$ cat config.mk
export PLATFORM = sky130hd
export DESIGN_NAME = id_ex_stage
export DESIGN_NICKNAME = d
export VERILOG_FILES = /design/src/rtl/riscv_pkg.sv /design/src/rtl/main_decoder.sv /design/src/rtl/id_ex_stage.sv
export SDC_FILE = /design/constraint.sdc
export NUM_CORES = 1
export LEC_CHECK = 0
export BUFFER_PORTS_ARGS = -buffer_cell sky130_fd_sc_hd__buf_2
export CAP_MARGIN = 40
export CORE_UTILIZATION = 24
export CTS_CLUSTER_SIZE = 20
export DETAILED_ROUTE_END_ITERATION = 8
export HOLD_SLACK_MARGIN = 0.12
export SYNTH_ARGS = -nofsm -noshare
export SYNTH_HDL_FRONTEND = slang
export SYNTH_HIERARCHICAL = 1
export SYNTH_SLANG_ARGS = --single-unit
$ cat constraint.sdc
create_clock -name clk -period 2.8 [get_ports clk]
set_input_delay 0.56 -clock clk [delete_from_list [all_inputs] [get_ports clk]]
set_output_delay 0.56 -clock clk [all_outputs]
set_load 0.02 [all_outputs]
$ cat src/rtl/riscv_pkg.sv
// Shared definitions for the 8-bit RISC-V pipeline:
// opcodes, ALU op encodings and the ID/EX register bundle.
package riscv_pkg;

    localparam int XLEN   = 8;
    localparam int REG_AW = 5;

    localparam logic [6:0] OPC_RTYPE  = 7'b0110011;
    localparam logic [6:0] OPC_LOAD   = 7'b0000011;
    localparam logic [6:0] OPC_STORE  = 7'b0100011;
    localparam logic [6:0] OPC_BRANCH = 7'b1100011;

    localparam logic [1:0] ALUOP_MEM    = 2'b00;
    localparam logic [1:0] ALUOP_BRANCH = 2'b01;
    localparam logic [1:0] ALUOP_RTYPE  = 2'b10;

    typedef struct packed {
        logic              valid;
        logic [1:0]        alu_op;
        logic [9:0]        funct;
        logic              alu_src;
        logic              reg_write;
        logic              mem_read;
        logic              mem_write;
        logic              mem_to_reg;
        logic              branch;
        logic [XLEN-1:0]   rs1_data;
        logic [XLEN-1:0]   rs2_data;
        logic [XLEN-1:0]   imm;
        logic [REG_AW-1:0] rs1;
        logic [REG_AW-1:0] rs2;
        logic [REG_AW-1:0] rd;
    } id_ex_t;

    // Full-width sign-extended immediate; callers keep the low XLEN bits.
    function automatic logic [31:0] imm_gen(input logic [31:0] i);
        logic [31:0] r;
        r = '0;
        unique case (i[6:0])
            OPC_LOAD:   r = {{20{i[31]}}, i[31:20]};
            OPC_STORE:  r = {{20{i[31]}}, i[31:25], i[11:7]};
            OPC_BRANCH: r = {{19{i[31]}}, i[31], i[7], i[30:25], i[11:8], 1'b0};
            default:    r = '0;
        endcase
        return r;
    endfunction

endpackage

$ cat src/rtl/main_decoder.sv
// Main control decoder: opcode to control bits.
// Unknown opcodes decode to all-zero control with legal=0.
module main_decoder
    import riscv_pkg::*;
(
    input  logic [6:0] opcode,
    output logic [1:0] alu_op,
    output logic       alu_src,
    output logic       reg_write,
    output logic       mem_read,
    output logic       mem_write,
    output logic       mem_to_reg,
    output logic       branch,
    output logic       legal
);

    always_comb begin
        alu_op     = ALUOP_MEM;
        alu_src    = 1'b0;
        reg_write  = 1'b0;
        mem_read   = 1'b0;
        mem_write  = 1'b0;
        mem_to_reg = 1'b0;
        branch     = 1'b0;
        legal      = 1'b0;
        unique case (1'b1)
            (opcode == OPC_RTYPE): begin
                alu_op    = ALUOP_RTYPE;
                reg_write = 1'b1;
                legal     = 1'b1;
            end
            (opcode == OPC_LOAD): begin
                alu_op     = ALUOP_MEM;
                alu_src    = 1'b1;
                mem_read   = 1'b1;
                mem_to_reg = 1'b1;
                reg_write  = 1'b1;
                legal      = 1'b1;
            end
            (opcode == OPC_STORE): begin
                alu_op    = ALUOP_MEM;
                alu_src   = 1'b1;
                mem_write = 1'b1;
                legal     = 1'b1;
            end
            (opcode == OPC_BRANCH): begin
                alu_op = ALUOP_BRANCH;
                branch = 1'b1;
                legal  = 1'b1;
            end
            default: legal = 1'b0;
        endcase
    end

endmodule

$ cat src/rtl/id_ex_stage.sv
// ID/EX boundary: decode, immediate gen, load-use hazard
// detection and the ID/EX pipeline register.
module id_ex_stage
    import riscv_pkg::*;
(
    input  logic              clk,
    input  logic              rst_n,
    input  logic              id_valid,
    input  logic [31:0]       id_instr,
    input  logic [XLEN-1:0]   id_rs1_data,
    input  logic [XLEN-1:0]   id_rs2_data,
    input  logic              ex_stall,
    input  logic              flush,
    output logic              load_use_stall,
    output logic              ex_valid,
    output logic [1:0]        ex_alu_op,
    output logic [9:0]        ex_funct,
    output logic              ex_alu_src,
    output logic              ex_reg_write,
    output logic              ex_mem_read,
    output logic              ex_mem_write,
    output logic              ex_mem_to_reg,
    output logic              ex_branch,
    output logic [XLEN-1:0]   ex_rs1_data,
    output logic [XLEN-1:0]   ex_rs2_data,
    output logic [XLEN-1:0]   ex_imm,
    output logic [REG_AW-1:0] ex_rs1,
    output logic [REG_AW-1:0] ex_rs2,
    output logic [REG_AW-1:0] ex_rd
);

    logic [6:0]        opcode;
    logic [REG_AW-1:0] id_rs1, id_rs2, id_rd;
    logic [1:0]        dec_alu_op;
    logic              dec_alu_src, dec_reg_write, dec_mem_read;
    logic              dec_mem_write, dec_mem_to_reg, dec_branch;
    logic              dec_legal, uses_rs2, live;
    logic [31:0]       imm_full;
    id_ex_t            ex_q, ex_d;

    assign opcode   = id_instr[6:0];
    assign id_rs1   = id_instr[19:15];
    assign id_rs2   = id_instr[24:20];
    assign id_rd    = id_instr[11:7];
    assign imm_full = imm_gen(id_instr);
    assign uses_rs2 = (opcode == OPC_RTYPE) || (opcode == OPC_STORE)
                   || (opcode == OPC_BRANCH);

    main_decoder u_dec (
        .opcode     (opcode),
        .alu_op     (dec_alu_op),
        .alu_src    (dec_alu_src),
        .reg_write  (dec_reg_write),
        .mem_read   (dec_mem_read),
        .mem_write  (dec_mem_write),
        .mem_to_reg (dec_mem_to_reg),
        .branch     (dec_branch),
        .legal      (dec_legal)
    );

    always_comb begin
        load_use_stall = id_valid && ex_q.valid && ex_q.mem_read
                      && (ex_q.rd != '0)
                      && ((ex_q.rd == id_rs1)
                          || (uses_rs2 && (ex_q.rd == id_rs2)));
    end

    assign live = id_valid && dec_legal;

    always_comb begin
        ex_d = ex_q;
        if (!ex_stall) begin
            if (flush || load_use_stall) begin
                ex_d = '0;
            end else begin
                ex_d.valid      = live;
                ex_d.alu_op     = live ? dec_alu_op : ALUOP_MEM;
                ex_d.funct      = {id_instr[31:25], id_instr[14:12]};
                ex_d.alu_src    = live && dec_alu_src;
                ex_d.reg_write  = live && dec_reg_write;
                ex_d.mem_read   = live && dec_mem_read;
                ex_d.mem_write  = live && dec_mem_write;
                ex_d.mem_to_reg = live && dec_mem_to_reg;
                ex_d.branch     = live && dec_branch;
                ex_d.rs1_data   = id_rs1_data;
                ex_d.rs2_data   = id_rs2_data;
                ex_d.imm        = imm_full[XLEN-1:0];
                ex_d.rs1        = id_rs1;
                ex_d.rs2        = id_rs2;
                ex_d.rd         = id_rd;
            end
        end
    end

    always_ff @(posedge clk) begin
        if (!rst_n) ex_q <= '0;
        else        ex_q <= ex_d;
    end

    assign ex_valid      = ex_q.valid;
    assign ex_alu_op     = ex_q.alu_op;
    assign ex_funct      = ex_q.funct;
    assign ex_alu_src    = ex_q.alu_src;
    assign ex_reg_write  = ex_q.reg_write;
    assign ex_mem_read   = ex_q.mem_read;
    assign ex_mem_write  = ex_q.mem_write;
    assign ex_mem_to_reg = ex_q.mem_to_reg;
    assign ex_branch     = ex_q.branch;
    assign ex_rs1_data   = ex_q.rs1_data;
    assign ex_rs2_data   = ex_q.rs2_data;
    assign ex_imm        = ex_q.imm;
    assign ex_rs1        = ex_q.rs1;
    assign ex_rs2        = ex_q.rs2;
    assign ex_rd         = ex_q.rd;

endmodule

* Word level (Yosys, flattened, before mapping)
Cells that the tools add are included.
W data, S select, Z words.
** Storage, ports and cells
- Flip-flop bits (word level) :: 58
- Bits of input ports :: 53
- Word-level logic and storage cells :: 50
** Operators by class
- Eq/ne operators :: 6
- Muxes and demuxes :: 10
- Reduce and logical (&&, ||, !) cells :: 19
** Operators by type and width (count)
- $mux W58 :: 1
- $pmux W8 S3 :: 1
- $eq A7 B6 Y1 const B :: 2
- $logic_and A1 B1 Y1 :: 11
- $eq A5 B5 Y1 :: 2
- $eq A7 B2 Y1 const B :: 1
- $eq A7 B7 Y1 const B :: 1
- $mux W1 :: 6
- $reduce_bool A5 Y1 :: 1
- $logic_or A1 B1 Y1 :: 4
- $pmux W2 S2 :: 1
- $reduce_or A2 Y1 :: 2
- $reduce_or A4 Y1 :: 1
- $mux W2 :: 1

* Logic depth before layout (Yosys ltp)
Gate-level depths: netlist of the first run.
- Depth after elaboration :: 8
- Depth in mapped cells :: 8

* By module
The synthesis of the first run kept the hierarchy.
** Modules (own cells, without submodules)
- id_ex_stage :: times used 1, cells each 304, area an instance 2925.3 µm², sequential area each 1161.1 µm²
- main_decoder :: times used 1, cells each 17, area an instance 98.8 µm², sequential area each 0.0 µm²

* Least setup slack after synthesis of the first run
No wires, ideal clock.
- Path type :: input port to output port
- Start point :: input id_instr[5]
- End point :: output load_use_stall
- Arrival time :: 1.842 ns
- Setup slack :: 0.398 ns
- Cell stages on the path :: 6
- Path buffers :: 3
- Cell sequence :: buf_2 nand2_1 or4_4 buf_6 a21oi_4 buf_6
** On the way
- Word-level cells in the longest chain between the ends :: 6
- Elaborated cells between the ends (all ways) :: 8
- Classes of those cells :: eq/ne (3); reduce/logical (5)
** Ends and longest elaborated chain
- from (decl) :: RTL line id_ex_stage.sv:9 : input logic [31:0] id_instr,
- $eq A7 B6 Y1 :: RTL line id_ex_stage.sv:46 : assign uses_rs2 = (opcode == OPC_RTYPE) || (opcode == OPC_STORE)
- $logic_or A1 B1 Y1 :: RTL line id_ex_stage.sv:46
- $logic_or A1 B1 Y1 (*) :: RTL line id_ex_stage.sv:47 : || (opcode == OPC_BRANCH);
- $logic_and A1 B1 Y1 (*) :: RTL line id_ex_stage.sv:65 : || (uses_rs2 && (ex_q.rd == id_rs2)));
- $logic_or A1 B1 Y1 (*) :: RTL line id_ex_stage.sv:65
- $logic_and A1 B1 Y1 (*) :: RTL line id_ex_stage.sv:64 : && ((ex_q.rd == id_rs1)
- to (decl) :: RTL line id_ex_stage.sv:14 : output logic load_use_stall,
Mark *: on every way between the ends. The rest lies on a longest branch, timed or not.

* Worst setup path in the final report of the first run
- Start point :: register ex_q (netlist bit ex_rd[0])
- End point :: output load_use_stall
** On the way
- Word-level cells in the longest chain between the ends :: 4
- Elaborated cells between the ends (all ways) :: 7
- Classes of those cells :: eq/ne (2); reduce/logical (5)
** Ends and longest elaborated chain
- from (decl) :: RTL line id_ex_stage.sv:39 : id_ex_t ex_q, ex_d;
- from (signal assigned) :: RTL line id_ex_stage.sv:96 : if (!rst_n) ex_q <= '0;
- from (signal assigned) :: RTL line id_ex_stage.sv:97 : else ex_q <= ex_d;
- $eq A5 B5 Y1 :: RTL line id_ex_stage.sv:65
- $logic_and A1 B1 Y1 :: RTL line id_ex_stage.sv:65
- $logic_or A1 B1 Y1 :: RTL line id_ex_stage.sv:65
- $logic_and A1 B1 Y1 (*) :: RTL line id_ex_stage.sv:64
Marks and branches as above.

==> impl_metrics.toml, run 1 <==
[global_route]
grt_max_degree = 31
grt.met2_usage_pct = 23.35
grt.busiest_layer = "met2"
use_met1_pct = 16.55
grt_pass1_vias = 2718
overflow = 0
grt_pass1_wl_mm = 13.82
grt_use_met3_pct = 3.388
grt_antenna_before_repair = 0
grt_usage_pct = 13.79

[yosys]
synth-seq-cells = 58
yosysWarnings = 6
syn_inst = 321
yosysSeqAreaShare_pct = 38.39
synth_area_per_cell_um2 = 9.421
synth_fp_nets = 374
synth_cell_types = 28
syn_area_um2 = 3024

[pwr]
ir_drop_v = 0.0001957
p_total_mw = 2.299
leakage_nw = 2.034
p_per_area_nw_per_um2 = 566.8

[final_layout]
fin_area_um2 = 4055
seq_area_um2 = 1161
diodes = 0
largest_reg_flops = 10
finish.utilization_pct = 33.34
drive_above_1_share_pct = 43.29
layout_commonest_cell = "buf_2"
area_growth_pct = 34.09
final_cell_mix = "buf_2, nand2_1, dfxtp_1"
final_cells = 600
final_nets = 480
multiInputGateArea_um2 = 1560
fillers = 1257

[drt]
dr.pass1.iters = 4
wl_mm = 8.726
dr_total_vias = 2795
drtIter0Drc = 151
ant_nets = 0
avgRoutedWirePerCell_um = 14.54
drc = 0
viasPerCell = 4.658

[die]
dieArea_um2 = 13050
die_x_um = 114.3
ioPinCount = 112
core.rowCount = 40
die_h_um = 114.3
initial_core_util_pct = 24.87
core_area_um2 = 12160

[worst_setup_path]
crit_path_cell_trace = "xnor2_1, nand3_1, or4_4, a21oi_4, buf_2"
cp.arrival_ns = 2.01
critPathRequiredTime_ns = 2.24
startpoint_type = "flop"
worstPathMaxFanout = 10
max_stage_delay_ns = 0.62
path_class = "flop to output pin"
crit_path_top_delay_cell = "or4_4"
cp-end-kind = "output pin"

[timing]
fin_hold_ws_ns = 0.4468
rsz0062_at_grt = "no"
setup_slack_ns = 0.2299
finClkSkew_ns = 0.008044
hold_violations = 0
slew_headroom_pct = 67.23
finalCriticalPeriod_ns = 2.570
max_freq_ghz = 0.3891
worstMarginPinSlew_ns = 0.4916
post-route-period-util_pct = 91.79
setup_viol = 0
tns_ns = 0
slew_violations = 0

[place]
postPlaceCellArea_um2 = 3736
place.gp.congestion = 0.7716
io_buffers = 111
pre_cts_ws_ns = 0.2511
dpl.cell_count = 584
hpwlAfterDp_mm = 6.410

[clock_tree]
h-tree-depth = 3
cts.sinks = 58
hold_buffers = 0
cts_tree = "yes"
clkSlewWorstSetupHoldPaths_ns = 0.06
clk_latency_ns = 0.33
numCtsBuffers = 9
cts-root-buf = "clkbuf_16"
post_cts_resized = 0
post_cts_buffers = 0
clock_path_buffers = 2

[flow_run]
maxCapViolCount = 0

[outcome]
status = "completed"

[hold_path]
hold_class = "flop to flop"
## cells by family after synthesis
| logic type | synth area share, % |
|---|---|
| AO/OA/AOI/OAI | 29.87 |
| buffers and inverters | 10.14 |
| flip-flops | 38.39 |
| multiplexers | 2.979 |
| XOR/XNOR | 3.186 |
| AND/OR/NAND/NOR | 15.43 |
## power by group
group	switching [mW]	total (mW)	internal [mW]	leakage, nW
Combinational	0.156	0.254	0.0976	1.40
Clock	0.384	1.18	0.796	0.162
Sequential	0.0146	0.865	0.850	0.472
## area by class of cell
class,count,area share [%]
inverter,41,3.795
clock buffer,10,5.893
timing repair buffer,122,16.04
sequential,58,28.63
tap,168,5.184
clock inverter,6,1.975
multi-input combinational,195,38.48
## routing by layer
layer  up-vias  share of wire, %
li1       1341                 -
met1      1358                43
met2        87                49
met3         9               6.5
met4         0               1.4
met5         -                 0
## cell usage after synthesis, drive strengths merged
cell type   n  share of area (%)
o41ai      41                 22
or4         2               0.74
clkbuf     18                2.2
buf         9                2.8
xor2        4                1.2
nor3        8                1.3
a21bo       1               0.33
and2        1               0.21
or2         2               0.41
nand2b      2               0.41
nand4b      1               0.29
o2111ai     1               0.87
nand4bb     1               0.37
inv        41                5.1
a21oi       4                1.0
mux2i       9                3.0
nand3      12                2.0
nor2       11                1.4
xnor2       7                2.0
dfxtp      58                 38
a22oi       4               0.99
o31ai       8                2.0
a32oi       9                2.6
nand2      67                8.3
## worst paths after layout
check	startpoint	end	slack, ns	depth (start not counted)
worst max-delay path	ex_rd[0]	load_use_stall	0.23	5
worst min-delay path	ex_funct[4]	ex_funct[4]	0.45	2
worst max register to register	ex_rd[0]	ex_imm[3]	0.56	6
worst min register to register	ex_funct[4]	ex_funct[4]	0.45	2
## critical path, delay by kind of cell, from the launching register on
| family | cells | cell delay [ns] |
|---|---|---|
| simple gates | 2 | 0.72 |
| xor+xnor | 1 | 0.14 |
| compound gates | 1 | 0.20 |
| flops | 1 | 0.43 |
| buf+inv | 1 | 0.19 |
(Power assumes the default switching activity.)
==> inputs of run 2 (changes only) <==
--- a/config.mk
+++ b/config.mk
@@ -11,6 +11,7 @@
 export CTS_CLUSTER_SIZE = 20
 export DETAILED_ROUTE_END_ITERATION = 8
 export HOLD_SLACK_MARGIN = 0.12
+export SETUP_SLACK_MARGIN = 0.4
 export SYNTH_ARGS = -nofsm -noshare
 export SYNTH_HDL_FRONTEND = slang
 export SYNTH_HIERARCHICAL = 1
==> run 2 against run 1 <==
Against the previous run: non-clock buffer count up 4; design area up 1.2%; utilization up 0.41 points; clock skew down 0.0013 ns; critical path depth up 1; sequential power about the same; wire length down 0.85%; fmax up 9.4%; flip-flop and latch count unchanged; first-iteration DRC count down 22%; largest power group unchanged.
==> impl_metrics.toml, run 2 (synthesized netlist as in run 1, its figures left out) <==
[outcome]
status = "completed"

[worst_setup_path]
critPathRequiredTime_ns = 2.24
path_class = "input port to output pin"
cp-end-kind = "output pin"
startpoint_type = "input port"
r2r_cells = 7
worstPathMaxFanout = 3
rrSetupSlack_ns = 0.64
cp.arrival_ns = 1.79

[clock_tree]
clock_path_buffers = 2
cts_tree = "yes"
clkSlewWorstSetupHoldPaths_ns = 0.05
cts-root-buf = "clkbuf_16"
numCtsBuffers = 9
h-tree-depth = 3
cts.sinks = 58
hold_buffers = 0
clk_latency_ns = 0.32

[global_route]
overflow = 0
grt_antenna_before_repair = 0
grt_usage_pct = 13.52
grt_pass1_vias = 2589
grt_max_degree = 44
grt_pass1_wl_mm = 13.63

[timing]
setup_viol = 0
worstMarginPinSlew_ns = 0.6692
slew_violations = 0
rsz0062_at_grt = "no"
slew_headroom_pct = 55.39
finalCriticalPeriod_ns = 2.350
hold_violations = 0
tns_ns = 0
max_freq_ghz = 0.4256
post-route-period-util_pct = 83.92
finClkSkew_ns = 0.006719

[place]
io_buffers = 111
place.gp.congestion = 0.7728
hpwlAfterDp_mm = 6.058

[die]
ioPinCount = 112
die_h_um = 114.3
core.rowCount = 40
dieArea_um2 = 13050
die_x_um = 114.3
core_area_um2 = 12160
initial_core_util_pct = 24.87

[final_layout]
largest_reg_flops = 10
finish.utilization_pct = 33.76
diodes = 0
fillers = 1260
final_nets = 484
final_cell_mix = "buf_2, nand2_1, dfxtp_1"
area_growth_pct = 35.75
layout_commonest_cell = "buf_2"
drive_above_1_share_pct = 45.41

[pwr]
leakage_nw = 2.041
ir_drop_v = 0.0002878
p_per_area_nw_per_um2 = 536.0
p_total_mw = 2.200

[drt]
dr_total_vias = 2738
ant_nets = 0
wl_mm = 8.652
avgRoutedWirePerCell_um = 14.32
drc = 0
dr.pass1.iters = 5
drtIter0Drc = 118
viasPerCell = 4.533

[hold_path]
hold_class = "flop to flop"
worstHoldPathCells = 2

[flow_run]
maxCapViolCount = 0
## run 2: cell types whose count changed in the layout (fill, tap and decap cells not counted), sizes merged
cell | previous run | this run
buf | 122 | 126
clkinv | 4 | 2
clkinvlp | 0 | 4
clkbuf | 10 | 9
bufinv | 2 | 1
## run 2: routing by layer
| layer | track usage, % | wire length [µm] | vias to the layer above |
|---|---|---|---|
| met5 | 0 | 0 | - |
| met2 | 21.25 | 4031 | 70 |
| met4 | 3.810 | 93 | 0 |
| met1 | 17.79 | 4046 | 1311 |
| li1 | - | - | 1348 |
| met3 | 4.182 | 481 | 9 |
## run 2: cell type report
class	instances	area, µm²	area share, %
Sequential cell	58	1177	28.68
Timing Repair Buffer	126	693.2	16.89
Multi-Input combinational cell	195	1575	38.37
Clock buffer	9	225.2	5.486
Tap cell	168	210.2	5.120
Clock inverter	7	70.07	1.707
Inverter	41	153.9	3.749
## run 2: final timing paths
kind / startpoint / to
hold / removal: ex_imm[3] / ex_imm[3]
hold reg to reg: ex_imm[3] / ex_imm[3]
setup reg to reg: ex_rd[0] / ex_funct[9]
setup / recovery: id_instr[21] / load_use_stall
## run 2: stage by stage
step           hold WS (ns)  area [µm²]  cells  worst slack [ns]
6_report             0.4465        4105    604            0.4502
3_3_place_gp         0.4307        3701    581            0.2912
2_1_floorplan        0.5315        3024    321            0.4183
3_5_place_dp         0.4348        3701    581            0.2894
4_1_cts              0.4510        4103    604            0.4010
5_1_grt              0.4621        4105    604            0.4003
## run 2: report_power, final
part | leakage, nW | switching [mW] | total [mW] | internal (mW)
logic | 1.43 | 0.157 | 0.258 | 0.100
registers | 0.475 | 0.0140 | 0.862 | 0.848
clock network | 0.133 | 0.397 | 1.08 | 0.684
total | 2.04 | 0.568 | 2.20 | 1.63
## run 2: repair_timing
item | in CTS | in global routing
resized for setup | 18 | 1
setup endpoints to repair | 1 | 1
pin swaps | 7 | 3
buffers inserted | 7 | 0
## run 2: worst max-delay path: stages
cell and delay [ns]:
buf_6 0.10, xnor2_2 0.15, nand3_1 0.11, or4_4 0.55, a21oi_4 0.17, buf_6 0.14
==> inputs of run 3 (changes only) <==
==> constraint.sdc (replaced) <==
create_clock -name clk -period 2 [get_ports clk]
set_input_delay 0.4 -clock clk [delete_from_list [all_inputs] [get_ports clk]]
set_output_delay 0.4 -clock clk [all_outputs]
set_load 0.02 [all_outputs]
==> run 3 against run 2 <==
Against the previous run: the flow now finishes with violations (negative setup slack); wire length grew 12%; global-route usage grew 1.5 points; combinational power grew 64%; critical path depth shrank 1; design area grew 16%; first-iteration DRC count shrank 0.85%; via count grew 5.1%; register-to-register slack lost 0.79 ns; final cell count grew 3.3%; power grew 47%; critical endpoint unchanged; largest cell class unchanged; highest routed layer unchanged.
==> impl_metrics.toml, run 3 (synthesized netlist as in run 1, its figures left out) <==
[global_route]
grt_antenna_before_repair = 0
overflow = 0
grt_pass1_wl_mm = 15.02
grt_max_degree = 35
grt_usage_pct = 15.04
grt_pass1_vias = 2970

[worst_setup_path]
path_class = "flop to output pin"
startpoint_type = "flop"
r2r_cells = 8
cp.arrival_ns = 1.77
critPathRequiredTime_ns = 1.60
worstPathMaxFanout = 5
cp-end-kind = "output pin"

[die]
initial_core_util_pct = 24.87
die_h_um = 114.3
die_x_um = 114.3
dieArea_um2 = 13050
core_area_um2 = 12160
ioPinCount = 112
core.rowCount = 40

[timing]
setup_slack_ns = -0.1741
slew_headroom_pct = 55.22
hold_violations = 0
finalCriticalPeriod_ns = 2.174
setup_viol = 37
tns_ns = -2.192
post-route-period-util_pct = 108.7
slew_violations = 0
max_freq_ghz = 0.4600
finClkSkew_ns = 0.007362
fin_hold_ws_ns = 0.3367
worstMarginPinSlew_ns = 0.6717
rsz0062_at_grt = "yes"

[drt]
met3WireLength_um = 581
drtIter0Drc = 117
ant_nets = 0
dr.max_layer_used = "met4"
viasPerCell = 4.614
avgRoutedWirePerCell_um = 15.55
met2_length_mm = 4.896
dr_total_vias = 2879
drc = 0
wl_met1_mm = 4.102
dr.pass1.iters = 4
wl_mm = 9.703

[outcome]
failed_checks = "negative setup slack"
status = "finished, violations left"

[pwr]
leakage_nw = 2.356
ir_drop_v = 0.0002589
p_total_mw = 3.227
p_per_area_nw_per_um2 = 678.6

[clock_tree]
clk_latency_ns = 0.33
hold_buffers = 0
h-tree-depth = 3
numCtsBuffers = 9
clkSlewWorstSetupHoldPaths_ns = 0.06
cts-root-buf = "clkbuf_16"
cts.sinks = 58
cts_tree = "yes"
clock_path_buffers = 2

[hold_path]
hold_class = "input port to flop"
worstHoldPathCells = 3

[place]
dpl.cell_count = 597
postPlaceCellArea_um2 = 3902
io_buffers = 111
place.gp.congestion = 0.7580
pre_cts_ws_ns = -0.03743
hpwlAfterDp_mm = 6.378

[final_layout]
seq_area_um2 = 1180
final_cell_mix = "buf_2, nand2_1, dfxtp_1"
diodes = 0
finish.utilization_pct = 39.10
final_nets = 504
fillers = 1181
multiInputGateArea_um2 = 1923
layout_commonest_cell = "buf_2"
final_cells = 624
largest_reg_flops = 10
area_growth_pct = 57.26
drive_above_1_share_pct = 50.22
fin_area_um2 = 4756

[flow_run]
maxCapViolCount = 0
run 3: layout make-up:
type,instances,area share (%)
inverters,41,3.236
clock buffers,14,5.762
multi-input cells,195,40.44
flip-flops and latches,58,24.81
clock inverters,2,0.7366
well taps,168,4.420
repair buffers,146,20.60
run 3: final timing paths:
| kind | from | end | slack, ns |
|---|---|---|---|
| worst max-delay path | ex_rd[2] | load_use_stall | -0.17 |
| worst min-delay path | id_rs2_data[2] | ex_rs2_data[2] | 0.34 |
| worst max register to register | ex_rd[3] | ex_rs2_data[4] | -0.15 |
| worst min register to register | ex_rs2[4] | ex_rs2[4] | 0.45 |
run 3: critical path, stage by stage (launching register included):
cell,delay (ns)
dfxtp_4,0.38
xnor2_2,0.11
nand2_1,0.08
or4_4,0.55
a21oi_4,0.18
buf_6,0.15
run 3: what timing repair did:
item                                    4_1_cts  5_1_grt
cloned                                        3        1
pin swaps                                    11       21
setup buffers                                 4        3
resized for setup                            26       25
endpoints found under the setup margin       53       59
run 3: routing by layer:
layer	global-route usage [%]	vias up
met4	5.628	0
li1	-	1401
met1	18.45	1362
met5	0	-
met2	25.13	103
met3	4.023	13
run 3: report_power, final:
part	leakage [nW]	internal (mW)	switching (mW)
logic	1.73	0.167	0.256
registers	0.475	1.19	0.0212
clock network	0.153	1.06	0.532
total	2.36	2.42	0.809
